$ cat config.mk
export PLATFORM = sky130hd
export DESIGN_NAME = alu_sequencer
export DESIGN_NICKNAME = d
export VERILOG_FILES = /design/src/rtl/alu_sequencer.sv
export SDC_FILE = /design/constraint.sdc
export NUM_CORES = 1
export LEC_CHECK = 0
export ABC_CLOCK_PERIOD_IN_PS = 5200
export CAP_MARGIN = 40
export CELL_PAD_IN_SITES_DETAIL_PLACEMENT = 0
export CELL_PAD_IN_SITES_GLOBAL_PLACEMENT = 1
export CORE_UTILIZATION = 30
export DETAILED_ROUTE_END_ITERATION = 8
export PLACE_DENSITY_LB_ADDON = 0.25
export SLEW_MARGIN = 20
export SYNTH_ARGS = -nofsm -noshare
export SYNTH_HDL_FRONTEND = slang
export SYNTH_SLANG_ARGS = --single-unit
$ cat constraint.sdc
create_clock -name clk -period 5.2 [get_ports clk]
set_input_delay 1.04 -clock clk [delete_from_list [all_inputs] [get_ports clk]]
set_output_delay 1.04 -clock clk [all_outputs]
set_load 0.05 [all_outputs]
$ cat src/rtl/alu_sequencer.sv
// Runs one 8-bit operation as 4-bit passes through an external combinational ALU.
// An add whose low nibble carries out gets an extra increment pass on the high nibble.
module alu_sequencer #(
  parameter int ALU_LAT = 0
) (
  input  logic       clk,
  input  logic       rst,
  input  logic       req_valid,
  output logic       req_ready,
  input  logic [1:0] req_op,
  input  logic [7:0] req_a,
  input  logic [7:0] req_b,
  output logic       rsp_valid,
  input  logic       rsp_ready,
  output logic [7:0] rsp_data,
  output logic       rsp_carry,
  output logic [1:0] alu_sel,
  output logic [3:0] alu_a,
  output logic [3:0] alu_b,
  input  logic [3:0] alu_c,
  input  logic       alu_carry,
  output logic       busy
);

  localparam logic [1:0] OP_ADD = 2'd3;
  localparam logic [1:0] LAT    = 2'(ALU_LAT);

  typedef enum logic [2:0] {IDLE, LO, HI, INC, RESP} state_t;

  state_t     state;
  state_t     state_nxt;
  logic [1:0] op;
  logic [7:0] a;
  logic [7:0] b;
  logic [7:0] res;
  logic       cy_lo;
  logic       cy_hi;
  logic       cy_inc;
  logic [1:0] wait_cnt;
  logic       in_pass;
  logic       pass_done;

  assign in_pass   = (state == LO) || (state == HI) || (state == INC);
  assign pass_done = (wait_cnt == 2'd0);

  always_ff @(posedge clk) begin
    if (rst) begin
      state <= IDLE;
    end else begin
      state <= state_nxt;
    end
  end

  // Operands and result are only observed inside an operation, so only control is reset.
  always_ff @(posedge clk) begin
    if (rst) begin
      cy_lo    <= 1'b0;
      cy_hi    <= 1'b0;
      cy_inc   <= 1'b0;
      wait_cnt <= LAT;
    end else if (state == IDLE) begin
      if (req_valid) begin
        op       <= req_op;
        a        <= req_a;
        b        <= req_b;
        res      <= 8'd0;
        cy_lo    <= 1'b0;
        cy_hi    <= 1'b0;
        cy_inc   <= 1'b0;
        wait_cnt <= LAT;
      end
    end else if (in_pass) begin
      if (pass_done) begin
        wait_cnt <= LAT;
        unique case (state)
          LO: begin
            res[3:0] <= alu_c;
            cy_lo    <= alu_carry;
          end
          HI: begin
            res[7:4] <= alu_c;
            cy_hi    <= alu_carry;
          end
          INC: begin
            res[7:4] <= alu_c;
            cy_inc   <= alu_carry;
          end
          default: ;
        endcase
      end else begin
        wait_cnt <= wait_cnt - 2'd1;
      end
    end
  end

  always_comb begin
    state_nxt = state;
    unique case (state)
      IDLE: if (req_valid) state_nxt = LO;
      LO:   if (pass_done) state_nxt = HI;
      HI:   if (pass_done) state_nxt = ((op == OP_ADD) && cy_lo) ? INC : RESP;
      INC:  if (pass_done) state_nxt = RESP;
      RESP: if (rsp_ready) state_nxt = IDLE;
      default: state_nxt = IDLE;
    endcase
  end

  // ALU inputs depend only on state and latched values, so they hold for a whole pass.
  always_comb begin
    req_ready = 1'b0;
    busy      = 1'b1;
    rsp_valid = 1'b0;
    rsp_data  = 8'd0;
    rsp_carry = 1'b0;
    alu_sel   = 2'd0;
    alu_a     = 4'd0;
    alu_b     = 4'd0;
    unique case (state)
      IDLE: begin
        req_ready = 1'b1;
        busy      = 1'b0;
      end
      LO: begin
        alu_sel = op;
        alu_a   = a[3:0];
        alu_b   = b[3:0];
      end
      HI: begin
        alu_sel = op;
        alu_a   = a[7:4];
        alu_b   = b[7:4];
      end
      INC: begin
        alu_sel = OP_ADD;
        alu_a   = res[7:4];
        alu_b   = 4'd1;
      end
      RESP: begin
        rsp_valid = 1'b1;
        rsp_data  = res;
        rsp_carry = (op == OP_ADD) && (cy_hi || cy_inc);
      end
      default: ;
    endcase
  end

endmodule
# [Yosys cells after proc, flatten, opt, wreduce, memory -nomap -nowiden]
# Cells that the tools add are included.
[word_totals] output_inout_bits=22 wordCells=83 reg_bits=34 inputBits=27
[classes] reduce_logical=23 mux=38 bitwise=1 addsub=1 n_eq_ne=10
[ops] operator="8-bit 2-to-1 mux" count=5
[ops] operator="4-bit case mux with 3 select lines" count=2
[ops] operator="3-bit 2-to-1 mux" count=6
[ops] operator="1-bit 2-to-1 mux" count=17
[ops] operator="3-bit case mux with 5 select lines" count=1
[ops] operator="5-bit AND reduction" count=3
[ops] operator="4-bit AND reduction" count=3
[ops] operator="2-bit nonzero test" count=6
[ops] operator="2-bit != test, second input constant" count=5
[ops] operator="2-bit 2-to-1 mux" count=4
[ops] operator="4-bit 2-to-1 mux" count=2
[ops] operator="3-bit by 2-bit == test with 1-bit output, second input constant" count=2
[ops] operator="2-bit case mux with 2 select lines" count=1
[ops] operator="2-bit OR reduction" count=2
[ops] operator="3-bit by 1-bit == test with 1-bit output, second input constant" count=1
[ops] operator="3-bit == test, second input constant" count=1
[ops] operator="3-bit zero test" count=1
[ops] operator="1-bit logical OR" count=3
[ops] operator="3-bit AND reduction" count=1
[ops] operator="2-bit == test, second input constant" count=1
[ops] operator="1-bit logical AND" count=2
[ops] operator="2-bit zero test" count=1
[ops] operator="2-bit AND reduction" count=1
[ops] operator="2-bit by 1-bit subtractor with 2-bit output, second input constant" count=1
[ops] operator="1-bit NOT" count=1

# [Longest topological paths before layout]
# Gate-level depths: netlist (run 1).
[logic_depth] word_depth=6 ltp_mapped=6 ltp_nobuf=4

# [Worst setup path after synthesis (run 1)]
# No wires, ideal clock.
[synth_path] kind="register -> register" from="register state[0]" to="register a[0] (enable)" setup_ns=0.416 slack_ns=1.569 arrival_ns=3.215 path_stages_with_launch=5 n_path_buf=1 path_cell_list="dfxtp_1 buf_2 nor3_2 inv_1 nor3_1"
[synth_between] elab_chain_cells=2
[synth_rtl] item="start: declaration" line_no="30" text="state_t state;"
[synth_rtl] item="start signal: assignment" line_no="50" text="state <= state_nxt;"
[synth_rtl] item="3-bit zero test" line_no="61" text="end else if (state == IDLE) begin"
[synth_rtl] item="3-bit AND reduction (no source line)"
[synth_rtl] item="end signal: assignment" line_no="64" text="a <= req_a;"
[synth_rtl] item="end: declaration" line_no="33" text="logic [7:0] a;"
# Every way passes these cells.
# A chain may end at the register's enable or synchronous reset.

# [Worst setup path after layout (run 1)]
[layout_path] from="register state[0]" to="output port alu_b[3]"
[layout_between] elab_chain_cells=2 word_cells_on_any_way=4
[layout_rtl] item="3-bit by 2-bit == test with 1-bit output / 3-bit by 1-bit == test with 1-bit output (equally long branches)" line_no="118" text="unique case (state)"
[layout_rtl] item="4-bit case mux with 3 select lines *" line_no="118"
[layout_rtl] item="end: declaration" line_no="19" text="output logic [3:0] alu_b,"
# Mark *: on every way between the ends. The rest lies on a longest branch, timed or not.

==> report_table.html, run 1 <==
<table>
<tr><th>Metric</th><th>Value</th></tr>
<tr><th colspan="2">Yosys</th></tr>
<tr><td>Seq/Total Area, Yosys</td><td>0.597</td></tr>
<tr><td>Post-synthesis sequential element count</td><td>34</td></tr>
<tr><td>Top post-synthesis cells by area</td><td>edfxtp_1 (50%), dfxtp_1 (10%), a22oi_1 (3.3%)</td></tr>
<tr><td>Share of Yosys cell area claimed by the top area cell type</td><td>0.495</td></tr>
<tr><td>Syn avg cell area</td><td>12.2 um2</td></tr>
<tr><td>Number of cells produced by synthesis</td><td>129</td></tr>
<tr><td>Biggest area consumer among synthesized cells</td><td>edfxtp_1</td></tr>
<tr><td>Synth cell types</td><td>30</td></tr>
<tr><td>Synthesized net count</td><td>156</td></tr>
<tr><td>Number of enable-type register cells in the synthesized netlist</td><td>26</td></tr>
<tr><td>Post-Synthesis Cell Area</td><td>1580 um2</td></tr>
<tr><td>Synth async-reset ratio</td><td>0</td></tr>
<tr><td>Ys flop type</td><td>edfxtp_1</td></tr>
<tr><td>Synthesis Warnings</td><td>0</td></tr>
<tr><th colspan="2">Floorplan</th></tr>
<tr><td>Starting density of the core</td><td>0.311</td></tr>
<tr><td>Core Footprint</td><td>5070 um2</td></tr>
<tr><td>Number of core rows</td><td>26</td></tr>
<tr><td>Width of the die</td><td>74.5 um</td></tr>
<tr><td>Die outline height</td><td>74.5 um</td></tr>
<tr><td>Ports placed on the boundary</td><td>49</td></tr>
<tr><td>Die area</td><td>5550 um2</td></tr>
<tr><th colspan="2">Global routing</th></tr>
<tr><td>Aggregate global routing overflow</td><td>0</td></tr>
<tr><td>Tot GR Track Use</td><td>0.136</td></tr>
<tr><td>Vias in the first global route</td><td>1166</td></tr>
<tr><td>Antenna violations before repair</td><td>0</td></tr>
<tr><td>Maximum number of pins on one net before global-route repair</td><td>34</td></tr>
<tr><td>Wire length of the first global-routing pass</td><td>5430 um</td></tr>
<tr><th colspan="2">Critical path</th></tr>
<tr><td>CP max FO</td><td>16</td></tr>
<tr><td>Worst flop-to-flop path startpoint</td><td>state[1]</td></tr>
<tr><td>Kind of start point of the critical path</td><td>flop</td></tr>
<tr><td>Worst setup path startpoint</td><td>state[0]</td></tr>
<tr><td>Required time at the endpoint of the critical path</td><td>4160 ps</td></tr>
<tr><td>Worst Setup Path Type</td><td>flop to output port</td></tr>
<tr><td>Data arrival at the endpoint of the critical path</td><td>2740 ps</td></tr>
<tr><td>Endpoint kind of the worst setup timing path</td><td>output port</td></tr>
<tr><th colspan="2">Min path</th></tr>
<tr><td>Worst Min Path Start</td><td>cy_inc</td></tr>
<tr><td>Hold Path Class</td><td>flop to flop</td></tr>
<tr><th colspan="2">Power and ir drop</th></tr>
<tr><td>Highest ir drop seen on vdd</td><td>0.179 mV</td></tr>
<tr><td>Leakage component of the power</td><td>0.807 nW</td></tr>
<tr><td>Pwr per Cell Area</td><td>345 nW/um2</td></tr>
<tr><th colspan="2">Routing</th></tr>
<tr><td>Final ANT Viol Nets</td><td>0</td></tr>
<tr><td>Via density</td><td>4.74</td></tr>
<tr><td>DRC violation total after the first TritonRoute iteration</td><td>81</td></tr>
<tr><td>Routed length per placed instance</td><td>13.8 um</td></tr>
<tr><td>Final Routed Wirelength</td><td>3450 um</td></tr>
<tr><td>Vias after detailed routing</td><td>1190</td></tr>
<tr><td>Number of iterations in the first detailed-routing pass</td><td>4</td></tr>
<tr><td>DRC violations left</td><td>0</td></tr>
<tr><th colspan="2">Clock network</th></tr>
<tr><td>Htree depth</td><td>2</td></tr>
<tr><td>CTS clk-pin slew, worst paths</td><td>70 ps</td></tr>
<tr><td>CTS root buffer</td><td>clkbuf_8</td></tr>
<tr><td>Insertion delay to the later sink of the worst-skew pair</td><td>280 ps</td></tr>
<tr><td>Post-cts repair resize count</td><td>0</td></tr>
<tr><td>Clock buffers created by TritonCTS</td><td>5</td></tr>
<tr><td>CTS Hold Bufs</td><td>0</td></tr>
<tr><td>Clock tree from TritonCTS</td><td>done</td></tr>
<tr><td>Deepest clock path buffer count</td><td>2</td></tr>
<tr><td>CTS sink cnt</td><td>34</td></tr>
<tr><td>Post-CTS Setup Repair Bufs</td><td>0</td></tr>
<tr><th colspan="2">Timing</th></tr>
<tr><td>Max Clock Skew</td><td>5.04 ps</td></tr>
<tr><td>Fin worst setup slack</td><td>1420 ps</td></tr>
<tr><td>RSZ-0062 raised after global routing</td><td>no</td></tr>
<tr><td>Final setup fails</td><td>0</td></tr>
<tr><td>Post-route clock period utilization</td><td>0.726</td></tr>
<tr><td>Hold Fails Final Rpt</td><td>0</td></tr>
<tr><td>Max Clk Rate</td><td>0.265 GHz</td></tr>
<tr><td>Worst rel slew slack</td><td>0.557</td></tr>
<tr><td>Max Slew Vio Count</td><td>0</td></tr>
<tr><td>Final sum of negative setup slack</td><td>0 ps</td></tr>
<tr><td>Worst-Margin Slew</td><td>661 ps</td></tr>
<tr><td>Post-layout min period</td><td>3780 ps</td></tr>
<tr><th colspan="2">Placed design</th></tr>
<tr><td>Worst Setup Slack post-DPL</td><td>1490 ps</td></tr>
<tr><td>Global placement routability congestion</td><td>0.748</td></tr>
<tr><td>Number of I/O port buffers</td><td>48</td></tr>
<tr><td>Post-detailed-placement half-perimeter wirelength</td><td>2460 um</td></tr>
<tr><th colspan="2">Run status</th></tr>
<tr><td>Result of the run</td><td>finished, final reports clean</td></tr>
<tr><th colspan="2">Finish</th></tr>
<tr><td>Area Growth Syn to Fin</td><td>42.5%</td></tr>
<tr><td>Count of nets after finishing</td><td>207</td></tr>
<tr><td>Proportion of layout cells with a drive suffix above 1</td><td>0.144</td></tr>
<tr><td>Antenna diode instance count</td><td>0</td></tr>
<tr><th colspan="2">Flow run</th></tr>
<tr><td>Max cap viols</td><td>0</td></tr>
</table>
## final timing paths
kind              depth (start not counted)  slack (ps)       end
hold reg to reg                           2         470    cy_inc
setup / recovery                          6        1420  alu_b[3]
setup reg to reg                          3        3090    res[4]
hold / removal                            2         470    cy_inc
## metal layers
metal | wire (um) | track usage | part of all wire | vias up
li1 | - | - | - | 588
met1 | 1580 | 0.172 | 0.46 | 562
met2 | 1590 | 0.204 | 0.46 | 35
met3 | 219 | 0.0501 | 0.063 | 5
met4 | 63 | 0.0692 | 0.018 | 0
met5 | 0 | 0 | 0 | -
## cell type report
cell class,count,area [um2]
multi-input combinational,81,577
clock buffer,7,86.3
fill,488,2830
sequential,34,941
timing repair buffer,53,531
inverter,5,18.8
tap,70,87.6
clock inverter,1,5.00
## logic make-up (layout without fill, tap and decap cells)
group / Yosys count / in the layout / share of synthesized area
flip-flops: 34 / 34 / 0.597
AO/OA/AOI/OAI: 31 / 31 / 0.177
buffers and inverters: 14 / 66 / 0.0405
AND/OR/NAND/NOR: 46 / 46 / 0.157
multiplexers: 4 / 4 / 0.0286
## placed cells by master, fill, tap and decap left out
master | synthesis | routed
buf_8 | 0 | 2
inv_1 | 5 | 5
a211oi_1 | 1 | 1
o21a_1 | 2 | 2
o311ai_4 | 2 | 2
o21ai_0 | 5 | 5
a22oi_1 | 7 | 7
nor3_2 | 1 | 2
o22ai_1 | 2 | 2
nor4_1 | 2 | 2
nor3_1 | 5 | 4
buf_4 | 2 | 2
o31a_4 | 1 | 1
edfxtp_1 | 26 | 26
clkdlybuf4s50_1 | 0 | 48
nor2_1 | 12 | 12
clkbuf_1 | 4 | 1
o41ai_2 | 3 | 3
nor2_2 | 1 | 1
clkinv_2 | 0 | 1
mux2_2 | 4 | 4
nor4b_1 | 1 | 1
dfxtp_1 | 8 | 8
clkbuf_2 | 0 | 1
nor2b_1 | 5 | 5
or3b_1 | 1 | 1
o211ai_1 | 1 | 1
o211a_1 | 1 | 1
and3_1 | 8 | 8
or3b_4 | 1 | 1
a21oi_1 | 6 | 6
nand2_1 | 5 | 5
clkbuf_8 | 0 | 6
nand3_1 | 4 | 4
## flip-flops by register name, summed over array words and instances (netlist names)
name,count
cy_hi,1
op,2
wait_cnt,2
state,3
cy_lo,1
cy_inc,1
a,8
res,8
b,8
## worst max-delay path, cell delays in order, from the launching register on
cell             delay (ps)
dfxtp_1                 560
buf_8                   210
inv_1                    80
nor2_1                  460
a22oi_1                 170
nor2_1                  150
clkdlybuf4s50_1         820
## stage by stage
stage | instance area (um2) | utilization | instances | total power, W | hold WS (ps)
detailed placement | 2120 | 0.418 | 240 | 0.000577 | 464
global route | 2250 | 0.443 | 251 | 0.000815 | 507
floorplan | 1580 | - | 129 | 0.000499 | 435
CTS | 2210 | 0.436 | 248 | 0.000777 | 476
finish | 2250 | 0.443 | 251 | 0.000775 | 472
global placement | 2120 | 0.418 | 240 | 0.000575 | 472
## power breakdown
| group | internal [W] | switching (W) | leakage [nW] | total, W |
|---|---|---|---|---|
| sequential | 0.000320 | 0.0000135 | 0.308 | 0.000333 |
| clock | 0.000107 | 0.0000907 | 0.0482 | 0.000197 |
| combinational | 0.0000910 | 0.000154 | 0.451 | 0.000245 |
| total | 0.000517 | 0.000258 | 0.807 | 0.000775 |
## Yosys cell counts, types with 2 or more instances
cell       n
edfxtp_1  26
nor2_1    12
and3_1     8
dfxtp_1    8
a22oi_1    7
a21oi_1    6
inv_1      5
nand2_1    5
nor2b_1    5
nor3_1     5
o21ai_0    5
clkbuf_1   4
mux2_2     4
nand3_1    4
buf_2      3
o41ai_2    3
buf_4      2
nor4_1     2
o21a_1     2
o22ai_1    2
o311ai_4   2
Power figures use the tool's default switching activity.
==> inputs of run 2 (changes only) <==
--- a/config.mk
+++ b/config.mk
@@ -5,7 +5,7 @@
 export SDC_FILE = /design/constraint.sdc
 export NUM_CORES = 1
 export LEC_CHECK = 0
-export ABC_CLOCK_PERIOD_IN_PS = 5200
+export ABC_CLOCK_PERIOD_IN_PS = 3690
 export CAP_MARGIN = 40
 export CELL_PAD_IN_SITES_DETAIL_PLACEMENT = 0
 export CELL_PAD_IN_SITES_GLOBAL_PLACEMENT = 1
==> constraint.sdc (replaced) <==
create_clock -name clk -period 3.69 [get_ports clk]
set_input_delay 0.738 -clock clk [delete_from_list [all_inputs] [get_ports clk]]
set_output_delay 0.738 -clock clk [all_outputs]
set_load 0.05 [all_outputs]
==> report_table.html, run 2 (synthesized netlist as in run 1, its figures left out) <==
<table>
<tr><th>Metric</th><th>Value</th></tr>
<tr><th colspan="2">Run status</th></tr>
<tr><td>Result of the run</td><td>finished, final reports clean (unchanged)</td></tr>
<tr><th colspan="2">Min path</th></tr>
<tr><td>Worst Min Path Start</td><td>cy_inc (unchanged)</td></tr>
<tr><td>Cell count of the worst hold path</td><td>2 (unchanged)</td></tr>
<tr><td>Hold EP</td><td>cy_inc (unchanged)</td></tr>
<tr><td>Hold Path Class</td><td>flop to flop (unchanged)</td></tr>
<tr><th colspan="2">Critical path</th></tr>
<tr><td>Endpoint kind of the worst setup timing path</td><td>output port (unchanged)</td></tr>
<tr><td>CP max FO</td><td>14 (was 16)</td></tr>
<tr><td>Most used cell along the critical path</td><td>nor2_1 (unchanged)</td></tr>
<tr><td>Reg-to-reg endpoint</td><td>res[6] (was res[4])</td></tr>
<tr><td>Worst Setup Path Type</td><td>flop to output port (unchanged)</td></tr>
<tr><td>Worst flop-to-flop path startpoint</td><td>state[1] (unchanged)</td></tr>
<tr><td>Number of buffer and inverter stages on the critical path</td><td>1 (was 3)</td></tr>
<tr><td>Crit path largest cell delay</td><td>830 ps (was 820 ps)</td></tr>
<tr><td>Slowest cell on the critical path</td><td>clkdlybuf4s50_1 (unchanged)</td></tr>
<tr><td>Data arrival at the endpoint of the critical path</td><td>2430 ps (was 2740 ps)</td></tr>
<tr><td>Kind of cell with the highest combined delay on the critical path</td><td>buffers and inverters (unchanged)</td></tr>
<tr><td>Register-to-Register Path Depth</td><td>2 (was 3)</td></tr>
<tr><td>Required time at the endpoint of the critical path</td><td>2950 ps (was 4160 ps)</td></tr>
<tr><td>Setup slack of the most critical reg-to-reg path</td><td>1670 ps (was 3090 ps)</td></tr>
<tr><td>List of cells traversed by the critical path</td><td>nor2_1 &gt; a22oi_1 &gt; nor2_1 &gt; clkdlybuf4s50_1 (was buf_8 &gt; inv_1 &gt; nor2_1 &gt; a22oi_1 &gt; nor2_1 &gt; clkdlybuf4s50_1)</td></tr>
<tr><td>Kind of start point of the critical path</td><td>flop (unchanged)</td></tr>
<tr><th colspan="2">Clock network</th></tr>
<tr><td>Htree depth</td><td>2 (unchanged)</td></tr>
<tr><td>CTS root buffer</td><td>clkbuf_8 (unchanged)</td></tr>
<tr><td>CTS clk-pin slew, worst paths</td><td>70 ps (about the same)</td></tr>
<tr><td>Deepest clock path buffer count</td><td>2 (unchanged)</td></tr>
<tr><td>Clock tree from TritonCTS</td><td>done (unchanged)</td></tr>
<tr><td>Post-CTS Setup Repair Bufs</td><td>0 (unchanged)</td></tr>
<tr><td>Post-cts repair resize count</td><td>0 (unchanged)</td></tr>
<tr><td>CTS Hold Bufs</td><td>0 (unchanged)</td></tr>
<tr><td>Clock buffers created by TritonCTS</td><td>5 (unchanged)</td></tr>
<tr><td>Insertion delay to the later sink of the worst-skew pair</td><td>280 ps (about the same)</td></tr>
<tr><td>CTS sink cnt</td><td>34 (unchanged)</td></tr>
<tr><th colspan="2">Power and ir drop</th></tr>
<tr><td>Pwr per Cell Area</td><td>482 nW/um2 (was 345 nW/um2)</td></tr>
<tr><td>Leakage component of the power</td><td>0.797 nW (was 0.807 nW)</td></tr>
<tr><td>Post-layout total power</td><td>0.00107 W (was 0.000775 W)</td></tr>
<tr><td>Highest ir drop seen on vdd</td><td>0.249 mV (was 0.179 mV)</td></tr>
<tr><th colspan="2">Finish</th></tr>
<tr><td>Antenna diode instance count</td><td>0 (unchanged)</td></tr>
<tr><td>Area Growth Syn to Fin</td><td>41.1% (was 42.5%)</td></tr>
<tr><td>Count of nets after finishing</td><td>207 (unchanged)</td></tr>
<tr><td>Most common library cell in the layout ignoring fill and taps</td><td>clkdlybuf4s50_1 (unchanged)</td></tr>
<tr><td>Cell Count, Final, Fillers Out</td><td>251 (unchanged)</td></tr>
<tr><td>Proportion of layout cells with a drive suffix above 1</td><td>0.144 (unchanged)</td></tr>
<tr><td>Most frequent cells in the layout</td><td>clkdlybuf4s50_1 (48), edfxtp_1 (26), nor2_1 (12) (unchanged)</td></tr>
<tr><td>Biggest regs</td><td>a x8, b x8, res x8 (unchanged)</td></tr>
<tr><th colspan="2">Floorplan</th></tr>
<tr><td>Ports placed on the boundary</td><td>49 (unchanged)</td></tr>
<tr><td>Number of core rows</td><td>26 (unchanged)</td></tr>
<tr><td>Starting density of the core</td><td>0.311 (unchanged)</td></tr>
<tr><td>Die area</td><td>5550 um2 (unchanged)</td></tr>
<tr><td>Die outline height</td><td>74.5 um (unchanged)</td></tr>
<tr><td>Core Footprint</td><td>5070 um2 (unchanged)</td></tr>
<tr><td>Width of the die</td><td>74.5 um (unchanged)</td></tr>
<tr><th colspan="2">Routing</th></tr>
<tr><td>Vias after detailed routing</td><td>1210 (was 1190)</td></tr>
<tr><td>Final ANT Viol Nets</td><td>0 (unchanged)</td></tr>
<tr><td>DRC violation total after the first TritonRoute iteration</td><td>66 (was 81)</td></tr>
<tr><td>Final Routed Wirelength</td><td>3630 um (was 3450 um)</td></tr>
<tr><td>DRC violations left</td><td>0 (unchanged)</td></tr>
<tr><td>Routed length per placed instance</td><td>14.4 um (was 13.8 um)</td></tr>
<tr><td>Number of iterations in the first detailed-routing pass</td><td>4 (unchanged)</td></tr>
<tr><td>Via density</td><td>4.82 (was 4.74)</td></tr>
<tr><th colspan="2">Timing</th></tr>
<tr><td>Worst-Margin Slew</td><td>647 ps (was 661 ps)</td></tr>
<tr><td>Hold Fails Final Rpt</td><td>0 (unchanged)</td></tr>
<tr><td>Max Clock Skew</td><td>2.17 ps (was 5.04 ps)</td></tr>
<tr><td>Post-layout min period</td><td>3170 ps</td></tr>
<tr><td>Post-route clock period utilization</td><td>0.858</td></tr>
<tr><td>Max Slew Vio Count</td><td>0 (unchanged)</td></tr>
<tr><td>Max Clk Rate</td><td>0.316 GHz</td></tr>
<tr><td>Worst rel slew slack</td><td>0.566 (was 0.557)</td></tr>
<tr><td>Final sum of negative setup slack</td><td>0 ps (unchanged)</td></tr>
<tr><td>Final setup fails</td><td>0 (unchanged)</td></tr>
<tr><td>RSZ-0062 raised after global routing</td><td>no (unchanged)</td></tr>
<tr><th colspan="2">Global routing</th></tr>
<tr><td>Aggregate global routing overflow</td><td>0 (unchanged)</td></tr>
<tr><td>Maximum number of pins on one net before global-route repair</td><td>24 (was 34)</td></tr>
<tr><td>Antenna violations before repair</td><td>0 (unchanged)</td></tr>
<tr><td>Vias in the first global route</td><td>1164 (was 1166)</td></tr>
<tr><td>Wire length of the first global-routing pass</td><td>5660 um (was 5430 um)</td></tr>
<tr><td>Tot GR Track Use</td><td>0.140 (was 0.136)</td></tr>
<tr><th colspan="2">Placed design</th></tr>
<tr><td>Number of I/O port buffers</td><td>48 (unchanged)</td></tr>
<tr><td>Post-detailed-placement half-perimeter wirelength</td><td>2610 um (was 2460 um)</td></tr>
<tr><td>Global placement routability congestion</td><td>0.752 (was 0.748)</td></tr>
<tr><td>Placed Instances</td><td>242 (was 240)</td></tr>
<tr><th colspan="2">Flow run</th></tr>
<tr><td>Max cap viols</td><td>0 (unchanged)</td></tr>
</table>
-- run 2: cell types whose count changed in the layout (fill, tap and decap cells not counted) --
cell,change
clkbuf_1,-1
clkbuf_8,-1
clkinv_1,+1
clkinvlp_4,+1
buf_8,-2
buf_4,+2
-- run 2: layout make-up --
cell class / instances / area, um2
multi-input combinational: 81 / 577
inverter: 5 / 18.8
tap: 70 / 87.6
timing repair buffer: 53 / 515
clock inverter: 3 / 16.3
fill: 514 / 2850
sequential: 34 / 941
clock buffer: 5 / 68.8
-- run 2: report_power, final --
part	internal (W)	total, W	switching (W)
combinational	0.000124	0.000341	0.000217
sequential	0.000450	0.000471	0.0000205
clock	0.000129	0.000261	0.000132
total	0.000703	0.00107	0.000369
-- run 2: how the worst max path moves through the flow --
stage	start	to	slack, ps	depth (start not counted)
floorplan	state[0]	a[0]	60	4
global placement	state[0]	rsp_carry	940	5
detailed placement	state[1]	alu_b[1]	840	4
CTS	state[1]	alu_b[1]	510	4
global route	state[1]	alu_b[1]	390	4
finish	state[1]	alu_b[1]	520	4
-- run 2: metal layers --
| layer | GRT usage | share of wire | wire length (um) |
|---|---|---|---|
| met5 | 0 | 0 | 0 |
| met4 | 0.0440 | 0.0022 | 8 |
| met1 | 0.194 | 0.46 | 1680 |
| met3 | 0.0407 | 0.038 | 137 |
| met2 | 0.212 | 0.50 | 1800 |
-- run 2: stage by stage --
stage / hold WS (ps) / cell area (um2) / util / setup slack [ps]
final: 460 / 2220 / 0.438 / 522
after global placement: 471 / 2130 / 0.421 / 938
after detailed placement: 456 / 2130 / 0.421 / 841
after global routing: 476 / 2220 / 0.438 / 389
after floorplan: 435 / 1580 / - / 59.5
after CTS: 466 / 2220 / 0.437 / 505
-- run 2: worst register-to-register path, delay by kind of cell (launching register included) --
kind,cells,cell delay (ps)
compound gates,1,600
flops,1,620
simple gates,1,450
